`src/rtl/pipe_stage_if.sv`:
```
// pipe_stage_if: valid/ready payload bus around a single pipe_stage.
//   in_valid/in_ready/in_data    : upstream handshake into the stage
//   out_valid/out_ready/out_data : downstream handshake out of the stage
// Modports:
//   slave  : the pipe_stage side (consumes in_*, produces out_*)
//   master : the surrounding logic (produces in_*, consumes out_*)
interface pipe_stage_if #(
  parameter int unsigned WIDTH = 133
) ();
  logic             in_valid;
  logic             in_ready;
  logic [WIDTH-1:0] in_data;
  logic             out_valid;
  logic             out_ready;
  logic [WIDTH-1:0] out_data;

  modport slave (
    input  in_valid, in_data, out_ready,
    output in_ready, out_valid, out_data
  );

  modport master (
    output in_valid, in_data, out_ready,
    input  in_ready, out_valid, out_data
  );
endinterface

```
`src/rtl/pipe_stage.sv`:
```
// pipe_stage: two-entry (main + skid) registered pipeline stage.
//   Full-throughput valid/ready buffering in which in_ready is decoded only
//   from the state register, so it has no combinational path from out_ready
//   or in_valid. out_data is always taken from the main entry.
// Ports:
//   clk        : single clock, rising edge
//   rst        : synchronous active-low reset
//   flush      : synchronous kill of all held entries, clears stall_cnt
//   bus        : pipe_stage_if.slave (in_valid/in_ready/in_data,
//                out_valid/out_ready/out_data)
//   stall_cnt  : saturating count of cycles with out_valid=1, out_ready=0
module pipe_stage #(
  parameter int unsigned WIDTH       = 133,
  parameter bit          ZERO_BUBBLE = 1'b1,
  parameter int unsigned CNT_W       = 16
) (
  input  logic              clk,
  input  logic              rst,
  input  logic              flush,
  pipe_stage_if.slave       bus,
  output logic [CNT_W-1:0]  stall_cnt
);

  typedef enum logic [1:0] {
    EMPTY = 2'd0,
    BUSY  = 2'd1,
    FULL  = 2'd2
  } state_t;

  state_t             state_q, state_d;
  logic [WIDTH-1:0]   main_q, main_d;
  logic [WIDTH-1:0]   skid_q, skid_d;
  logic [CNT_W-1:0]   cnt_q, cnt_d;

  logic               in_fire;
  logic               out_fire;
  logic               out_valid;

  always_comb begin
    out_valid = (state_q != EMPTY);
    in_fire   = bus.in_valid & (state_q != FULL);
    out_fire  = out_valid & bus.out_ready;

    state_d = state_q;
    main_d  = main_q;
    skid_d  = skid_q;
    cnt_d   = cnt_q;

    unique case (state_q)
      EMPTY: begin
        if (in_fire) begin
          state_d = BUSY;
          main_d  = bus.in_data;
        end
      end
      BUSY: begin
        if (in_fire && out_fire) begin
          main_d = bus.in_data;
        end else if (in_fire) begin
          state_d = FULL;
          skid_d  = bus.in_data;
        end else if (out_fire) begin
          state_d = EMPTY;
        end
      end
      FULL: begin
        if (out_fire) begin
          state_d = BUSY;
          main_d  = skid_q;
        end
      end
      default: state_d = EMPTY;
    endcase

    if (out_valid && !bus.out_ready && (cnt_q != '1)) begin
      cnt_d = cnt_q + 1'b1;
    end

    // Flush only drops occupancy; entry storage is left untouched so a
    // ZERO_BUBBLE=0 build still shows the stale main entry.
    if (flush) begin
      state_d = EMPTY;
      main_d  = main_q;
      skid_d  = skid_q;
      cnt_d   = '0;
    end
  end

  always_ff @(posedge clk) begin
    if (!rst) begin
      state_q <= EMPTY;
      main_q  <= '0;
      skid_q  <= '0;
      cnt_q   <= '0;
    end else begin
      state_q <= state_d;
      main_q  <= main_d;
      skid_q  <= skid_d;
      cnt_q   <= cnt_d;
    end
  end

  always_comb begin
    bus.out_valid = (state_q != EMPTY);
    bus.in_ready  = (state_q != FULL);
    if (ZERO_BUBBLE && (state_q == EMPTY)) begin
      bus.out_data = '0;
    end else begin
      bus.out_data = main_q;
    end
    stall_cnt = cnt_q;
  end

endmodule

```
`src/flat_wrapper.sv`:
```
// flat-port wrapper written by rule: the top's interface ports become plain ports
module pipe_stage_flat 
#(
  parameter int unsigned WIDTH       = 133,
  parameter bit          ZERO_BUBBLE = 1'b1,
  parameter int unsigned CNT_W       = 16
)
  (clk, rst, flush, stall_cnt, bus_in_valid, bus_in_data, bus_out_ready, bus_in_ready, bus_out_valid, bus_out_data);
  pipe_stage_if #(.WIDTH(WIDTH)) bus_i ();
  input  logic clk;
  input  logic rst;
  input  logic flush;
  output logic [CNT_W-1:0] stall_cnt;
  input wire logic [$bits(bus_i.in_valid)-1:0] bus_in_valid;
  input wire logic [$bits(bus_i.in_data)-1:0] bus_in_data;
  input wire logic [$bits(bus_i.out_ready)-1:0] bus_out_ready;
  output wire logic [$bits(bus_i.in_ready)-1:0] bus_in_ready;
  output wire logic [$bits(bus_i.out_valid)-1:0] bus_out_valid;
  output wire logic [$bits(bus_i.out_data)-1:0] bus_out_data;
  assign bus_i.in_valid = bus_in_valid;
  assign bus_i.in_data = bus_in_data;
  assign bus_i.out_ready = bus_out_ready;
  assign bus_in_ready = bus_i.in_ready;
  assign bus_out_valid = bus_i.out_valid;
  assign bus_out_data = bus_i.out_data;
  pipe_stage #(.WIDTH(WIDTH), .ZERO_BUBBLE(ZERO_BUBBLE), .CNT_W(CNT_W)) u_core (.clk(clk), .rst(rst), .flush(flush), .bus(bus_i), .stall_cnt(stall_cnt));
endmodule
```
`config.mk`:
```
export PLATFORM = sky130hd
export DESIGN_NAME = pipe_stage_flat
export DESIGN_NICKNAME = d
export VERILOG_FILES = /design/src/rtl/pipe_stage_if.sv /design/src/rtl/pipe_stage.sv /design/src/flat_wrapper.sv
export SDC_FILE = /design/constraint.sdc
export NUM_CORES = 1
export LEC_CHECK = 0
export CORE_AREA = 3 3 175 177
export CTS_CLUSTER_DIAMETER = 60
export DETAILED_ROUTE_END_ITERATION = 10
export DIE_AREA = 0 0 178 180
export PLACE_DENSITY = 0.81
export SKIP_CTS_REPAIR_TIMING = 1
export SYNTH_ARGS = -nofsm -noshare
export SYNTH_HDL_FRONTEND = slang
export SYNTH_SLANG_ARGS = --single-unit
```
`constraint.sdc`:
```
create_clock -name clk -period 1.9 [get_ports clk]
set_input_delay 0.19 -clock clk [delete_from_list [all_inputs] [get_ports clk]]
set_output_delay 0.19 -clock clk [all_outputs]
set_load 0.02 [all_outputs]
```
Yosys cells after proc, flatten, opt, wreduce, memory -nomap -nowiden:

Cells that the tools add are included.
W data, S select, Z words.

* add/subtract/negate cells: 1
* equality and inequality tests: 9
* mux-type cells: 11
* bitwise logic cells: 5
* reduce and logical (&&, ||, !) cells: 11

Operator list (number)
* $mux W133: 4
* $pmux W133 S3: 1
* $add A16 B1 Y16 const B: 1
* $ne A16 B16 Y1 const B: 1
* $mux W2: 5
* $reduce_and A4 Y1: 2
* $ne A2 B1 Y1 const B: 3
* $pmux W2 S3: 1
* $reduce_and A5 Y1: 1
* $ne A2 B2 Y1 const B: 2
* $logic_and A1 B1 Y1: 3
* $ne A3 B1 Y1 const B: 1
* $not A1 Y1: 3
* $reduce_bool A3 Y1: 1
* $and A1 B1 Y1: 2
* $eq A2 B1 Y1 const B: 1
* $eq A2 B2 Y1 const B: 1
* $logic_not A2 Y1: 1
* $reduce_bool A2 Y1: 1
* $reduce_or A2 Y1: 1
* $logic_not A1 Y1: 1

* bits in registers: 284
* output and inout bits: 151

Logic depth before layout (Yosys ltp):

* depth after elaboration: 6
* depth in mapped cells: 7
* gate-level depth less buffers: 5

Worst setup path after synthesis:

No wires, ideal clock.

* path type: reg2reg
* start: register u_core.state_q[0]
* end: register u_core.main_q[124]
* library setup time: 0.122 ns
* arrival time: 1.767 ns
* path slack: 0.011 ns
* cell stages (with the launch flop): 6
* buffers on the path: 2
* period minus slack after synthesis: 1.889 ns
* path through: dfxtp_1 nand2b_1 buf_2 clkbuf_1 mux2_2 o311a_1

* longest elaborated chain between the ends: 5
* elaborated cells on any way between the ends: 14
* classes of those cells: eq/ne: 6; mux: 1; bitwise: 2; reduce/logical: 5

Ends and longest elaborated chain
* from (decl): line pipe_stage.sv:30 `state_t state_q, state_d;`
* from (signal assigned): line pipe_stage.sv:96 `state_q <= state_d;`
* $ne A2 B2 Y1 (*)
* named net bus_in_ready: line flat_wrapper.sv:17 `output wire logic [$bits(bus_i.in_ready)-1:0] bus_in_ready;`
* $and A1 B1 Y1 (*): line pipe_stage.sv:41 `in_fire = bus.in_valid & (state_q != FULL);`
* $logic_and A1 B1 Y1: line pipe_stage.sv:57 `if (in_fire && out_fire) begin`
* $ne A2 B1 Y1 (no line)
* $reduce_and A5 Y1 (no line) (*)
* to (signal assigned): line pipe_stage.sv:97 `main_q <= main_d;`
* to (decl): line pipe_stage.sv:31 `logic [WIDTH-1:0] main_q, main_d;`

Mark *: on every way through the listed nets, which the timed path passes. The rest lies on a longest branch.
A chain may end at the register's enable or synchronous reset.

Worst setup path in the final report:

* start: register u_core.state_q[0]
* end: output port bus_out_data[68]

* longest elaborated chain between the ends: 2

Ends and longest elaborated chain
* $logic_not A2 Y1: line pipe_stage.sv:106 `if (ZERO_BUBBLE && (state_q == EMPTY)) begin`
* $mux W133: line pipe_stage.sv:106
* to (decl): line flat_wrapper.sv:19 `output wire logic [$bits(bus_i.out_data)-1:0] bus_out_data;`

Every way passes these cells.

==> flow_metrics.py <==
metrics = {
    "floorplan": {
        "die_area_mm2": 0.0320,
        "start_util_pct": 46.3,
        "core_area_mm2": 0.0294,
        "io_pins": 289,
        "fp.dieH_um": 180,
        "fp.dieW_um": 178,
        "num_rows": 63,
    },
    "flow_run": {
        "cap_violations": 0,
    },
    "sta": {
        "skew_ps": 17.0,
        "finalCritPeriodShare_pct": 119,
        "slew_headroom_pct": 57.7,
        "finalCriticalPeriod_ps": 2260,
        "setup_viol": 66,
        "fin_ws_ps": -358,
        "tns_ps": -7940,
        "rsz0062_at_grt": "true",
        "hold_viol": 0,
        "tightestPinTransition_ps": 634,
        "fin_hold_ws_ps": 7.40,
        "max_freq_mhz": 443,
        "maxSlewViolCount": 0,
    },
    "route": {
        "ant_nets": 0,
        "drt_iter0_drc": 758,
        "routed_wl_mm": 38.4,
        "via_count": 12000,
        "vias_per_cell": 5.60,
        "route.detailed.drc": 0,
        "wl_per_cell_um": 18.0,
        "first_pass_iters": 5,
    },
    "power": {
        "clkPwrFrac_pct": 42.4,
        "irDropWorstVdd_mv": 0.711,
        "p_int_mw": 10.7,
        "p_leak_nw": 7.54,
        "p_sw_mw": 3.36,
        "swShare_pct": 23.9,
        "p_seq_share_pct": 44.8,
        "pwr-share-comb_pct": 12.8,
        "p_per_area_mw_per_mm2": 774,
    },
    "synthesis": {
        "netlist_top_cells_area": "dfxtp_1 42%, mux2_2 10%, o311a_1 9.8%, nand2_1 7.9%, o21bai_1 7.4%",
        "synth_top_area_share_pct": 41.8,
        "async_reset_ff_share_pct": 0,
        "yosys_warnings": 0,
        "synth_seq_cells": 284,
        "avgSynthCellArea_um2": 9.26,
        "synth_nets": 1608,
        "synth.most_common_cell": "nand2_1",
        "synth_top_area_cell": "dfxtp_1",
        "yosysSeqAreaShare_pct": 41.8,
        "syn_inst": 1469,
        "yosysUniqueCellTypes": 46,
        "syn-cell-area_mm2": 0.0136,
        "ys.flop_type": "dfxtp_1",
        "synth_edf_count": 0,
        "synthTopCellsByCount": "285 x nand2_1, 284 x dfxtp_1, 134 x o21bai_1",
    },
    "global_route": {
        "grt.total_usage_pct": 22.2,
        "grt_max_degree": 143,
        "grt_pass1_wl_mm": 59.8,
        "grt_overflow": 0,
        "antenna_found_initial": 5,
        "grt_pass1_vias": 11500,
    },
    "worst_hold_path": {
        "hold_path_depth": 2,
        "min_to": "u_core.main_q[132]$_SDFFE_PN0P_",
        "hp-start": "rst",
        "hp-class": "primary input to flip-flop",
    },
    "clock_network": {
        "clkTransAtPathRegs_ps": 60,
        "numCtsBuffers": 31,
        "cts.sinks": 284,
        "clk_path_buf_depth": 3,
        "root_buffer": "clkbuf_16",
        "cts-htree-levels": 1,
        "cts_tree": "yes",
        "insertion_delay_ps": 550,
    },
    "finish": {
        "area_delta_synth_final_pct": 33.2,
        "final_nets": 1859,
        "drive_gt1_share_pct": 21.7,
        "stdcell_count": 2135,
    },
    "critical_path": {
        "worst_ep_arrival_time_ps": 2070,
        "cp_data_required_time_ps": 1710,
        "critPathMaxStageDelay_ps": 530,
        "critPathKind": "flip-flop to output pin",
        "cp-start-kind": "flip-flop",
        "r2r_start": "u_core.stall_cnt[1]$_SDFFE_PP0P_",
        "timing.rr.end": "u_core.stall_cnt[8]$_SDFFE_PP0P_",
        "crit_slowest_cell": "clkdlybuf4s50_1",
        "regToRegSetupSlack_ps": 150,
        "r2r_cells": 5,
        "path_cells": "or2_4 > buf_12 > and2_1 > clkdlybuf4s50_1",
        "crit_path_end_kind": "output pin",
        "path_max_fanout": 27,
    },
    "outcome": {
        "status": "finished with violations",
        "violations": "negative setup slack",
    },
    "placed_design": {
        "dp_slack_ps": -112,
        "dp_hpwl_mm": 24.0,
        "port_buffers": 288,
        "dp_cells": 2063,
        "place_congestion": 0.860,
    },
}
-- layout make-up --
type / count / area, um^2
fill: 2349 / 11300
multi-input combinational: 1029 / 7340
sequential: 284 / 5690
timing repair buffer: 370 / 3570
clock buffer: 47 / 936
tap: 390 / 488
clock inverter: 8 / 78.8
inverter: 4 / 15.0
antenna: 3 / 7.51
-- how the worst max path moves through the flow --
stage | from | endpoint | slack, ps | cells past startpoint
after floorplan | u_core.state_q[0]$_SDFFE_PP0P_ | u_core.main_q[124]$_SDFFE_PN0P_ | 10 | 5
after global placement | bus_in_valid | u_core.main_q[39]$_SDFFE_PN0P_ | -0.7 | 6
after detailed placement | bus_out_ready | u_core.skid_q[51]$_SDFFE_PN0P_ | -110 | 8
after CTS | u_core.state_q[0]$_SDFFE_PP0P_ | bus_out_data[19] | -490 | 4
after global routing | u_core.state_q[0]$_SDFFE_PP0P_ | bus_out_data[68] | -410 | 4
final | u_core.state_q[0]$_SDFFE_PP0P_ | bus_out_data[68] | -360 | 4
-- critical path, delay by kind of cell, from the launching register on --
family / cells / cell delay (ps)
flops: 1 / 330
buf+inv: 2 / 720
simple gates: 2 / 460
-- metal layers --
| layer | global-route usage [%] | up-vias | part of all wire, % |
|---|---|---|---|
| met5 | 0 | - | 0.060 |
| li1 | - | 5733 | - |
| met4 | 7.16 | 4 | 2.5 |
| met3 | 4.71 | 63 | 7.4 |
| met2 | 37.2 | 430 | 47 |
| met1 | 28.4 | 5736 | 43 |
-- kinds of logic (layout without fill, tap and decap cells) --
| family | Yosys count | in the layout | share of synthesized area, % |
|---|---|---|---|
| buf+inv | 156 | 429 | 4.63 |
| flops | 284 | 284 | 41.8 |
| mux | 140 | 140 | 11.5 |
| simple gates | 455 | 455 | 15.7 |
| compound gates | 433 | 433 | 26.3 |
| other cells | 0 | 3 | 0 |
| fa+ha+maj | 1 | 1 | 0.0919 |
-- registers in the layout (all words and copies together) (netlist names) --
signal	flops
u_core.stall_cnt	16
u_core.skid_q	133
u_core.main_q	133
u_core.state_q	2
-- stage by stage --
stage / util [%] / area, um^2 / total power [mW]
after global placement: 58.7 / 17200 / 8.12
final: 61.6 / 18100 / 14.0
after floorplan: - / 13600 / 7.38
after global routing: 61.6 / 18100 / 14.5
after detailed placement: 58.7 / 17200 / 8.17
after CTS: 62.1 / 18300 / 14.1
-- power groups by stage --
stage	Combinational, mW	Sequential (mW)	Clock, mW
3_3_place_gp	1.72	6.40	0
3_5_place_dp	1.76	6.41	0
5_1_grt	1.94	6.31	6.29
4_1_cts	1.78	6.28	6.06
6_report	1.80	6.29	5.94
2_1_floorplan	1.01	6.37	0
-- cell usage in the layout (no fill, tap or decap), types with 3 or more instances in the layout --
master           netlist  layout
inv_1                  4       4
mux2i_1                7       7
a31oi_1                4       4
nor2_1                 6       6
a211oi_1               7       7
nand2_1              285     285
mux2_2               126     126
buf_12                 0      29
buf_2                 36      29
nand3_1                3       3
clkbuf_1             112       6
o21bai_1             134     134
diode_2                0       3
nand4_1                4       4
nand2b_1               8       7
buf_4                  0      49
and2_4                 0       5
and2_1               133     128
clkbuf_2               0      59
mux2_1                 7       7
dfxtp_1              284     283
buf_6                  0      19
dlymetal6s2s_1         0      32
clkdlybuf4s50_1        0     150
clkbuf_8               0      11
a21boi_0              97      97
inv_6                  0       3
a21boi_1              36      36
a21oi_1                8       7
o311a_1              133     133
clkinv_2               0       3
clkbuf_16              0      33
(Power assumes the default switching activity.)
